## src/rtl/tile_pass_scheduler_if.sv

```systemverilog
// Engine, VGA write-port and game-FSM signals of tile_pass_scheduler.
// engine_timeout exists only when TPS_WATCHDOG_EN is defined.
interface tile_pass_scheduler_if #(
  parameter int unsigned NUM_LINES = 6,
  parameter int unsigned X_W       = 9,
  parameter int unsigned Y_W       = 8
);
  logic                     frame_go;
  logic [NUM_LINES-1:0]     erase_done;
  logic [NUM_LINES-1:0]     draw_done;
  logic [NUM_LINES*X_W-1:0] erase_x;
  logic [NUM_LINES*Y_W-1:0] erase_y;
  logic [NUM_LINES-1:0]     erase_colour;
  logic [NUM_LINES*X_W-1:0] draw_x;
  logic [NUM_LINES*Y_W-1:0] draw_y;
  logic [NUM_LINES-1:0]     draw_colour;

  logic [NUM_LINES-1:0]     erase_enable;
  logic [NUM_LINES-1:0]     draw_enable;
  logic [X_W-1:0]           x_out;
  logic [Y_W-1:0]           y_out;
  logic [2:0]               colour_out;
  logic                     vga_enable;
  logic                     busy;
  logic                     pass_done;
  logic                     frame_overrun;
`ifdef TPS_WATCHDOG_EN
  logic                     engine_timeout;
`endif

  // Scheduler side
  modport master (
    input  frame_go, erase_done, draw_done,
    input  erase_x, erase_y, erase_colour,
    input  draw_x, draw_y, draw_colour,
    output erase_enable, draw_enable,
    output x_out, y_out, colour_out, vga_enable,
    output busy, pass_done, frame_overrun
`ifdef TPS_WATCHDOG_EN
    , output engine_timeout
`endif
  );

  // Engines, VGA port and game FSM side
  modport slave (
    output frame_go, erase_done, draw_done,
    output erase_x, erase_y, erase_colour,
    output draw_x, draw_y, draw_colour,
    input  erase_enable, draw_enable,
    input  x_out, y_out, colour_out, vga_enable,
    input  busy, pass_done, frame_overrun
`ifdef TPS_WATCHDOG_EN
    , input engine_timeout
`endif
  );
endinterface

```

## src/rtl/tile_pass_scheduler.sv

```systemverilog
// Runs one refresh pass: every erase engine in turn, then every draw engine, muxing the active
// engine's pixel stream onto the VGA port. Define TPS_WATCHDOG_EN for a per-engine timeout.
module tile_pass_scheduler #(
  parameter int unsigned NUM_LINES = 6,
  parameter int unsigned X_W       = 9,
  parameter int unsigned Y_W       = 8,
  parameter logic [2:0]  FG_COLOUR = 3'b000,
  parameter logic [2:0]  BG_COLOUR = 3'b111
`ifdef TPS_WATCHDOG_EN
  , parameter int unsigned TIMEOUT = 4096
`endif
) (
  input  logic                  clock,
  input  logic                  reset,
  tile_pass_scheduler_if.master bus
);

  localparam int unsigned IDX_W = (NUM_LINES > 1) ? $clog2(NUM_LINES) : 1;
  localparam logic [IDX_W-1:0] LAST_IDX = IDX_W'(NUM_LINES - 1);

  typedef enum logic [2:0] {
    IDLE,
    ERASE,
    ERASE_GAP,
    DRAW,
    DRAW_GAP,
    FINISH
  } state_t;

  state_t             state, state_nx;
  logic [IDX_W-1:0]   idx, idx_nx;

  logic               eng_active_c;
  logic               sel_done_c;
  logic [X_W-1:0]     sel_x_c;
  logic [Y_W-1:0]     sel_y_c;
  logic               sel_colour_c;
  logic               advance_c;
  logic               pixel_wr_c;

  logic [NUM_LINES-1:0] erase_enable_nx, draw_enable_nx;
  logic                 busy_nx, pass_done_nx, overrun_nx;

  logic [NUM_LINES-1:0] erase_enable_q, draw_enable_q;
  logic [X_W-1:0]       x_q;
  logic [Y_W-1:0]       y_q;
  logic [2:0]           colour_q;
  logic                 vga_q, busy_q, pass_done_q, overrun_q;

  // Select the active engine's done bit and pixel bus
  always_comb begin
    eng_active_c = (state == ERASE) || (state == DRAW);
    if (state == DRAW) begin
      sel_done_c   = bus.draw_done[idx];
      sel_x_c      = bus.draw_x[idx*X_W +: X_W];
      sel_y_c      = bus.draw_y[idx*Y_W +: Y_W];
      sel_colour_c = bus.draw_colour[idx];
    end else begin
      sel_done_c   = bus.erase_done[idx];
      sel_x_c      = bus.erase_x[idx*X_W +: X_W];
      sel_y_c      = bus.erase_y[idx*Y_W +: Y_W];
      sel_colour_c = bus.erase_colour[idx];
    end
    pixel_wr_c = eng_active_c && !sel_done_c;
  end

`ifdef TPS_WATCHDOG_EN
  localparam int unsigned WD_W = (TIMEOUT > 2) ? $clog2(TIMEOUT) : 1;

  logic [WD_W-1:0] wd_cnt;
  logic            wd_hit_c;
  logic            timeout_q;

  assign wd_hit_c  = eng_active_c && (wd_cnt == WD_W'(TIMEOUT - 1));
  assign advance_c = eng_active_c && (sel_done_c || wd_hit_c);

  // Counter is held at zero outside ERASE/DRAW, so it restarts for every engine
  always_ff @(posedge clock) begin
    if (reset || !eng_active_c) begin
      wd_cnt <= '0;
    end else begin
      wd_cnt <= wd_cnt + WD_W'(1);
    end
  end

  always_ff @(posedge clock) begin
    if (reset) begin
      timeout_q <= 1'b0;
    end else begin
      timeout_q <= wd_hit_c && !sel_done_c;
    end
  end

  assign bus.engine_timeout = timeout_q;
`else
  assign advance_c = eng_active_c && sel_done_c;
`endif

  // Next state plus next values of the registered outputs
  always_comb begin
    state_nx = state;
    idx_nx   = idx;

    case (state)
      IDLE: begin
        if (bus.frame_go) begin
          state_nx = ERASE;
          idx_nx   = '0;
        end
      end
      ERASE: begin
        if (advance_c) state_nx = ERASE_GAP;
      end
      ERASE_GAP: begin
        if (idx == LAST_IDX) begin
          state_nx = DRAW;
          idx_nx   = '0;
        end else begin
          state_nx = ERASE;
          idx_nx   = idx + 1'b1;
        end
      end
      DRAW: begin
        if (advance_c) state_nx = DRAW_GAP;
      end
      DRAW_GAP: begin
        if (idx == LAST_IDX) begin
          state_nx = FINISH;
          idx_nx   = '0;
        end else begin
          state_nx = DRAW;
          idx_nx   = idx + 1'b1;
        end
      end
      FINISH: begin
        state_nx = IDLE;
      end
      default: begin
        state_nx = IDLE;
        idx_nx   = '0;
      end
    endcase

    erase_enable_nx = (state_nx == ERASE) ? (NUM_LINES'(1) << idx_nx) : '0;
    draw_enable_nx  = (state_nx == DRAW)  ? (NUM_LINES'(1) << idx_nx) : '0;
    busy_nx         = state_nx inside {ERASE, ERASE_GAP, DRAW, DRAW_GAP};
    pass_done_nx    = (state_nx == FINISH);
    overrun_nx      = bus.frame_go && (state != IDLE);
  end

  // State and output registers; pixel fields hold when no write is issued
  always_ff @(posedge clock) begin
    if (reset) begin
      state          <= IDLE;
      idx            <= '0;
      erase_enable_q <= '0;
      draw_enable_q  <= '0;
      busy_q         <= 1'b0;
      pass_done_q    <= 1'b0;
      overrun_q      <= 1'b0;
      vga_q          <= 1'b0;
      x_q            <= '0;
      y_q            <= '0;
      colour_q       <= BG_COLOUR;
    end else begin
      state          <= state_nx;
      idx            <= idx_nx;
      erase_enable_q <= erase_enable_nx;
      draw_enable_q  <= draw_enable_nx;
      busy_q         <= busy_nx;
      pass_done_q    <= pass_done_nx;
      overrun_q      <= overrun_nx;
      vga_q          <= pixel_wr_c;
      if (pixel_wr_c) begin
        x_q      <= sel_x_c;
        y_q      <= sel_y_c;
        colour_q <= sel_colour_c ? FG_COLOUR : BG_COLOUR;
      end
    end
  end

  assign bus.erase_enable  = erase_enable_q;
  assign bus.draw_enable   = draw_enable_q;
  assign bus.x_out         = x_q;
  assign bus.y_out         = y_q;
  assign bus.colour_out    = colour_q;
  assign bus.vga_enable    = vga_q;
  assign bus.busy          = busy_q;
  assign bus.pass_done     = pass_done_q;
  assign bus.frame_overrun = overrun_q;

endmodule

```

## src/flat_wrapper.sv

```systemverilog
// flat-port wrapper written by rule: the top's interface ports become plain ports
module tile_pass_scheduler_flat 
#(
  parameter int unsigned NUM_LINES = 6,
  parameter int unsigned X_W       = 9,
  parameter int unsigned Y_W       = 8,
  parameter logic [2:0]  FG_COLOUR = 3'b000,
  parameter logic [2:0]  BG_COLOUR = 3'b111

)
  (clock, reset, bus_frame_go, bus_erase_done, bus_draw_done, bus_erase_x, bus_erase_y, bus_erase_colour, bus_draw_x, bus_draw_y, bus_draw_colour, bus_erase_enable, bus_draw_enable, bus_x_out, bus_y_out, bus_colour_out, bus_vga_enable, bus_busy, bus_pass_done, bus_frame_overrun);
  tile_pass_scheduler_if #(.NUM_LINES(NUM_LINES), .X_W(X_W), .Y_W(Y_W)) bus_i ();
  input  logic clock;
  input  logic reset;
  input wire logic [$bits(bus_i.frame_go)-1:0] bus_frame_go;
  input wire logic [$bits(bus_i.erase_done)-1:0] bus_erase_done;
  input wire logic [$bits(bus_i.draw_done)-1:0] bus_draw_done;
  input wire logic [$bits(bus_i.erase_x)-1:0] bus_erase_x;
  input wire logic [$bits(bus_i.erase_y)-1:0] bus_erase_y;
  input wire logic [$bits(bus_i.erase_colour)-1:0] bus_erase_colour;
  input wire logic [$bits(bus_i.draw_x)-1:0] bus_draw_x;
  input wire logic [$bits(bus_i.draw_y)-1:0] bus_draw_y;
  input wire logic [$bits(bus_i.draw_colour)-1:0] bus_draw_colour;
  output wire logic [$bits(bus_i.erase_enable)-1:0] bus_erase_enable;
  output wire logic [$bits(bus_i.draw_enable)-1:0] bus_draw_enable;
  output wire logic [$bits(bus_i.x_out)-1:0] bus_x_out;
  output wire logic [$bits(bus_i.y_out)-1:0] bus_y_out;
  output wire logic [$bits(bus_i.colour_out)-1:0] bus_colour_out;
  output wire logic [$bits(bus_i.vga_enable)-1:0] bus_vga_enable;
  output wire logic [$bits(bus_i.busy)-1:0] bus_busy;
  output wire logic [$bits(bus_i.pass_done)-1:0] bus_pass_done;
  output wire logic [$bits(bus_i.frame_overrun)-1:0] bus_frame_overrun;
  assign bus_i.frame_go = bus_frame_go;
  assign bus_i.erase_done = bus_erase_done;
  assign bus_i.draw_done = bus_draw_done;
  assign bus_i.erase_x = bus_erase_x;
  assign bus_i.erase_y = bus_erase_y;
  assign bus_i.erase_colour = bus_erase_colour;
  assign bus_i.draw_x = bus_draw_x;
  assign bus_i.draw_y = bus_draw_y;
  assign bus_i.draw_colour = bus_draw_colour;
  assign bus_erase_enable = bus_i.erase_enable;
  assign bus_draw_enable = bus_i.draw_enable;
  assign bus_x_out = bus_i.x_out;
  assign bus_y_out = bus_i.y_out;
  assign bus_colour_out = bus_i.colour_out;
  assign bus_vga_enable = bus_i.vga_enable;
  assign bus_busy = bus_i.busy;
  assign bus_pass_done = bus_i.pass_done;
  assign bus_frame_overrun = bus_i.frame_overrun;
  tile_pass_scheduler #(.NUM_LINES(NUM_LINES), .X_W(X_W), .Y_W(Y_W), .FG_COLOUR(FG_COLOUR), .BG_COLOUR(BG_COLOUR)) u_core (.clock(clock), .reset(reset), .bus(bus_i));
endmodule
```

## config.mk

```make
export PLATFORM = sky130hd
export DESIGN_NAME = tile_pass_scheduler_flat
export DESIGN_NICKNAME = d
export VERILOG_FILES = /design/src/rtl/tile_pass_scheduler_if.sv /design/src/rtl/tile_pass_scheduler.sv /design/src/flat_wrapper.sv
export SDC_FILE = /design/constraint.sdc
export NUM_CORES = 1
export LEC_CHECK = 0
export CORE_ASPECT_RATIO = 0.8
export CORE_MARGIN = 5
export CORE_UTILIZATION = 31
export DETAILED_ROUTE_END_ITERATION = 7
export GPL_TIMING_DRIVEN = 1
export PLACE_DENSITY = 0.88
export SYNTH_ARGS = -nofsm -noshare
export SYNTH_HDL_FRONTEND = slang
export SYNTH_SLANG_ARGS = --single-unit
```

## constraint.sdc

```tcl
create_clock -name clock -period 2.1 [get_ports clock]
set_input_delay 0.21 -clock clock [delete_from_list [all_inputs] [get_ports clock]]
set_output_delay 0.21 -clock clock [all_outputs]
set_load 0.01 [all_outputs]
```

==> impl_summary.log <==
INFO  metric grt_pass1_wl = 25.01 mm
INFO  metric sw_frac_of_total = 25.85%
INFO  metric outcome = finished, violations left
INFO  metric combPwrFrac = between 30 and 40%
INFO  metric drc = 0
INFO  metric cp.arrival = 2300 ps
INFO  metric clock_path_buffers = 2
INFO  metric finalSetupViolations = 5
INFO  metric synth_area = 3423 um2
INFO  metric yosys_cell_types = 45
INFO  metric design.die.area = 13260 um2
INFO  metric synth_top_area_share = 23.39%
INFO  metric asyncSetResetFlopFracSynth = 0%
INFO  metric static-leakage-power = around 2.5 nW
INFO  metric synth_nets = 674
INFO  metric timing.critical_path.fanout_max = 13
INFO  metric path_class = flop to flop
INFO  metric hold_buffers = 0
INFO  metric fraction_of_the_cycle_the_final_worst_path_needs = 100.9%
INFO  metric routed_wirelength = approximately 17 mm
INFO  metric grt_pass1_vias = 4817
INFO  metric net_switching_power = 707.6 uW
INFO  metric wire_per_inst = between 15 and 20 um
INFO  metric clk_transition_reported_paths = ~70 ps
INFO  metric worst-r2r-setup-slack = -20 ps
INFO  metric finish.instance_area = a little under 7000 um2
INFO  metric vias = approximately 4600
INFO  metric fin_ws = -18.35 ps
INFO  metric grt_max_degree = 62
INFO  metric worst_pin_slew = 494.7 ps
INFO  metric die_extent_in_y = approximately 100 um
INFO  metric layout-drive-gt1-share = 15.80%
INFO  metric worst_slew_margin_rel = approximately 67%
INFO  metric gp_congestion = 0.9234
INFO  metric synthToLayoutAreaGrowth = 97.04%
INFO  metric clk-insertion-delay-late = around 280 ps
INFO  metric ioPinCount = 267
INFO  metric groute.usage.overall = approximately a quarter
INFO  metric most_numerous_cell_in_the_yosys_netlist = nand2_1
INFO  metric first_pass_iters = 5
INFO  metric pwr_density_cell = 405.8 nW/um2
INFO  metric setup_repair_after_global_routing_missed_its_margin = true
INFO  metric grt-ovfl-total = 0
INFO  metric cp-start-kind = flop
INFO  metric initial_drc_count = 345
INFO  metric initial_cell_density_of_the_core = 31.56%
INFO  metric cts.root.buffer_cell = clkbuf_16
INFO  metric violations = setup timing
INFO  metric synth_commonest_cells = nand2_1 (142), dfxtp_1 (40), nand3_1 (37)
INFO  metric post-route-min-period = 2118 ps
INFO  metric power_report.internal_total = 2.030 mW
INFO  metric ir_drop_worst_vdd = 0.2852 mV
INFO  metric pwr-share-seq = 30.3%
INFO  metric synthesis.instances = 443
INFO  metric h-tree-depth = 2
INFO  metric routed_via_density = around 5.3
INFO  metric finalCoreUtilization = 62.18%
INFO  metric ys_warn_count = 0
INFO  metric clock-skew-final = 9.131 ps
INFO  metric synth.area.top_cells = dfxtp_1 (23%), mux4_2 (18%), nand2_1 (16%)
INFO  metric antenna_found_initial = 0
INFO  metric clockPowerShare = 32.6%
INFO  metric ys_seq_area_share = around a quarter
INFO  metric worstHoldPathType = flop to flop
INFO  metric io_buffers = about 270
INFO  metric maximum_frequency_from_static_timing_analysis = ~470 MHz
INFO  metric final-hold-violation-count = 0
INFO  metric placed_cell_area = ~6500 um2
INFO  metric tritoncts = built
INFO  metric synth_enable_flop_cells = 0
INFO  metric cp.required = 2290 ps
INFO  metric syn-mean-instance-area = between 7 and 8 um2
INFO  metric place.detailed.hpwl = 13.50 mm
INFO  metric worst_setup_path_end_kind = flop
INFO  metric synth-seq-cells = 40
INFO  metric insertedDiodeCount = 0
INFO  metric final_nets = 945
INFO  metric ant_nets = 0
INFO  metric yosys.area.top_type = dfxtp_1
INFO  metric tritoncts_buffer_count = 5
INFO  metric num_rows = 34
INFO  metric yosys_most_used_dff = dfxtp_1
INFO  metric timing.max_cap.violations = 0
INFO  metric clock_sinks = 40
INFO  metric die-width = 127.5 um
INFO  metric final-max-slew-violation-count = 0
INFO  metric coreArea = 10850 um2
[worst max-delay path: stages, from the launching register on]
cell and delay [ps]:
dfxtp_4 370, mux4_2 520, mux2_4 300, a211oi_4 270, buf_12 200, buf_12 130
nor2_4 30, a311oi_2 190
[sequential cells by signal (all words and copies together) (netlist names)]
| register | cells |
|---|---|
| u_core.bus.pass_done | 1 |
| u_core.bus.frame_overrun | 1 |
| u_core.bus.draw_enable | 6 |
| u_core.bus.x_out | 9 |
| u_core.idx | 3 |
| u_core.bus.vga_enable | 1 |
| u_core.bus.colour_out | 1 |
| u_core.state | 3 |
| u_core.bus.y_out | 8 |
| u_core.bus.busy | 1 |
| u_core.bus.erase_enable | 6 |
[cells in the final DEF, fill, tap and decap left out, drive strengths merged, types with 2 or more instances in the layout]
cell type / netlist / final
clkdlybuf4s50: 0 / 266
nand2: 142 / 142
buf: 9 / 42
dfxtp: 40 / 40
nand3: 37 / 37
nor2: 31 / 31
mux4: 27 / 27
a311oi: 17 / 17
a31oi: 13 / 13
nand4: 12 / 12
a22oi: 12 / 12
nor3: 9 / 9
a21oi: 7 / 7
and2: 5 / 5
clkbuf: 35 / 5
nand3b: 4 / 4
nor3b: 4 / 4
and4b: 4 / 4
nor2b: 4 / 4
inv: 2 / 3
or3b: 2 / 2
o22ai: 2 / 2
nor4: 2 / 2
or2: 2 / 2
a32oi: 2 / 2
mux2i: 2 / 2
nand2b: 2 / 2
nor4bb: 2 / 2
[final cells by class]
type / instances / area, um2
Clock buffer: 5 / 125.1
Clock inverter: 3 / 46.29
Fill cell: 905 / 4103
Inverter: 3 / 11.26
Multi-Input combinational cell: 356 / 2496
Sequential cell: 40 / 804.5
Tap cell: 144 / 180.2
Timing Repair Buffer: 308 / 3082
[layer usage]
metal  GRT usage, %  vias up  part of all wire, %
met5              0        -                    0
met4          6.815        0                  2.8
met3          5.185       39                  9.1
met2          40.46      253                   49
met1          29.09     2118                   39
li1               -     2151                    -
[timing repair]
item / 4_1_cts / 5_1_grt
gates resized for setup: 1 / 6
buffers inserted: 1 / 6
pin swaps: 0 / 1
endpoints found under the setup margin: 10 / 17
gates cloned: 0 / 0
[path summary, 6_finish.rpt]
| path | startpoint | to | cells past startpoint |
|---|---|---|---|
| setup / recovery | u_core.idx[0]$_SDFF_PP0_ | u_core.bus.y_out[1]$_SDFFE_PP0P_ | 7 |
| hold / removal | u_core.bus.x_out[1]$_SDFFE_PP0P_ | u_core.bus.x_out[1]$_SDFFE_PP0P_ | 2 |
| setup reg to reg | u_core.idx[0]$_SDFF_PP0_ | u_core.bus.y_out[1]$_SDFFE_PP0P_ | 7 |
| hold reg to reg | u_core.bus.x_out[1]$_SDFFE_PP0P_ | u_core.bus.x_out[1]$_SDFFE_PP0P_ | 2 |
[power by group through the flow]
stage / sequential [mW] / combinational (mW) / clock, mW
final: 0.830 / 1.01 / 0.893
after global routing: 0.835 / 1.07 / 0.959
after CTS: 0.831 / 0.998 / 0.923
after detailed placement: 0.848 / 0.991 / 0
after global placement: 0.846 / 0.965 / 0
after floorplan: 0.858 / 0.345 / 0
[metrics by stage]
step	setup TNS (ps)	hold WS [ps]	total power, mW	worst slack [ps]	instances
finish	-51.76	504.2	2.737	-18.35	859
global route	-859.7	527.0	2.869	-85.86	859
CTS	-215.9	507.8	2.751	-41.05	853
detailed placement	-4196	498.4	1.839	-261.5	844
global placement	-2533	485.2	1.811	-188.2	844
floorplan	-525.3	376.6	1.203	-51.16	443
[kinds of logic (layout without fill, tap and decap cells)]
logic type      count (synthesis)  after routing  synth area share [%]
buf+inv                        47            319                 6.213
simple gates                  264            264                 35.82
flops                          40             40                 23.39
xor+xnor                        1              1                0.2559
mux                            30             30                 18.79
compound gates                 61             61                 15.53
Note: power is estimated with default switching activity, not from simulation.
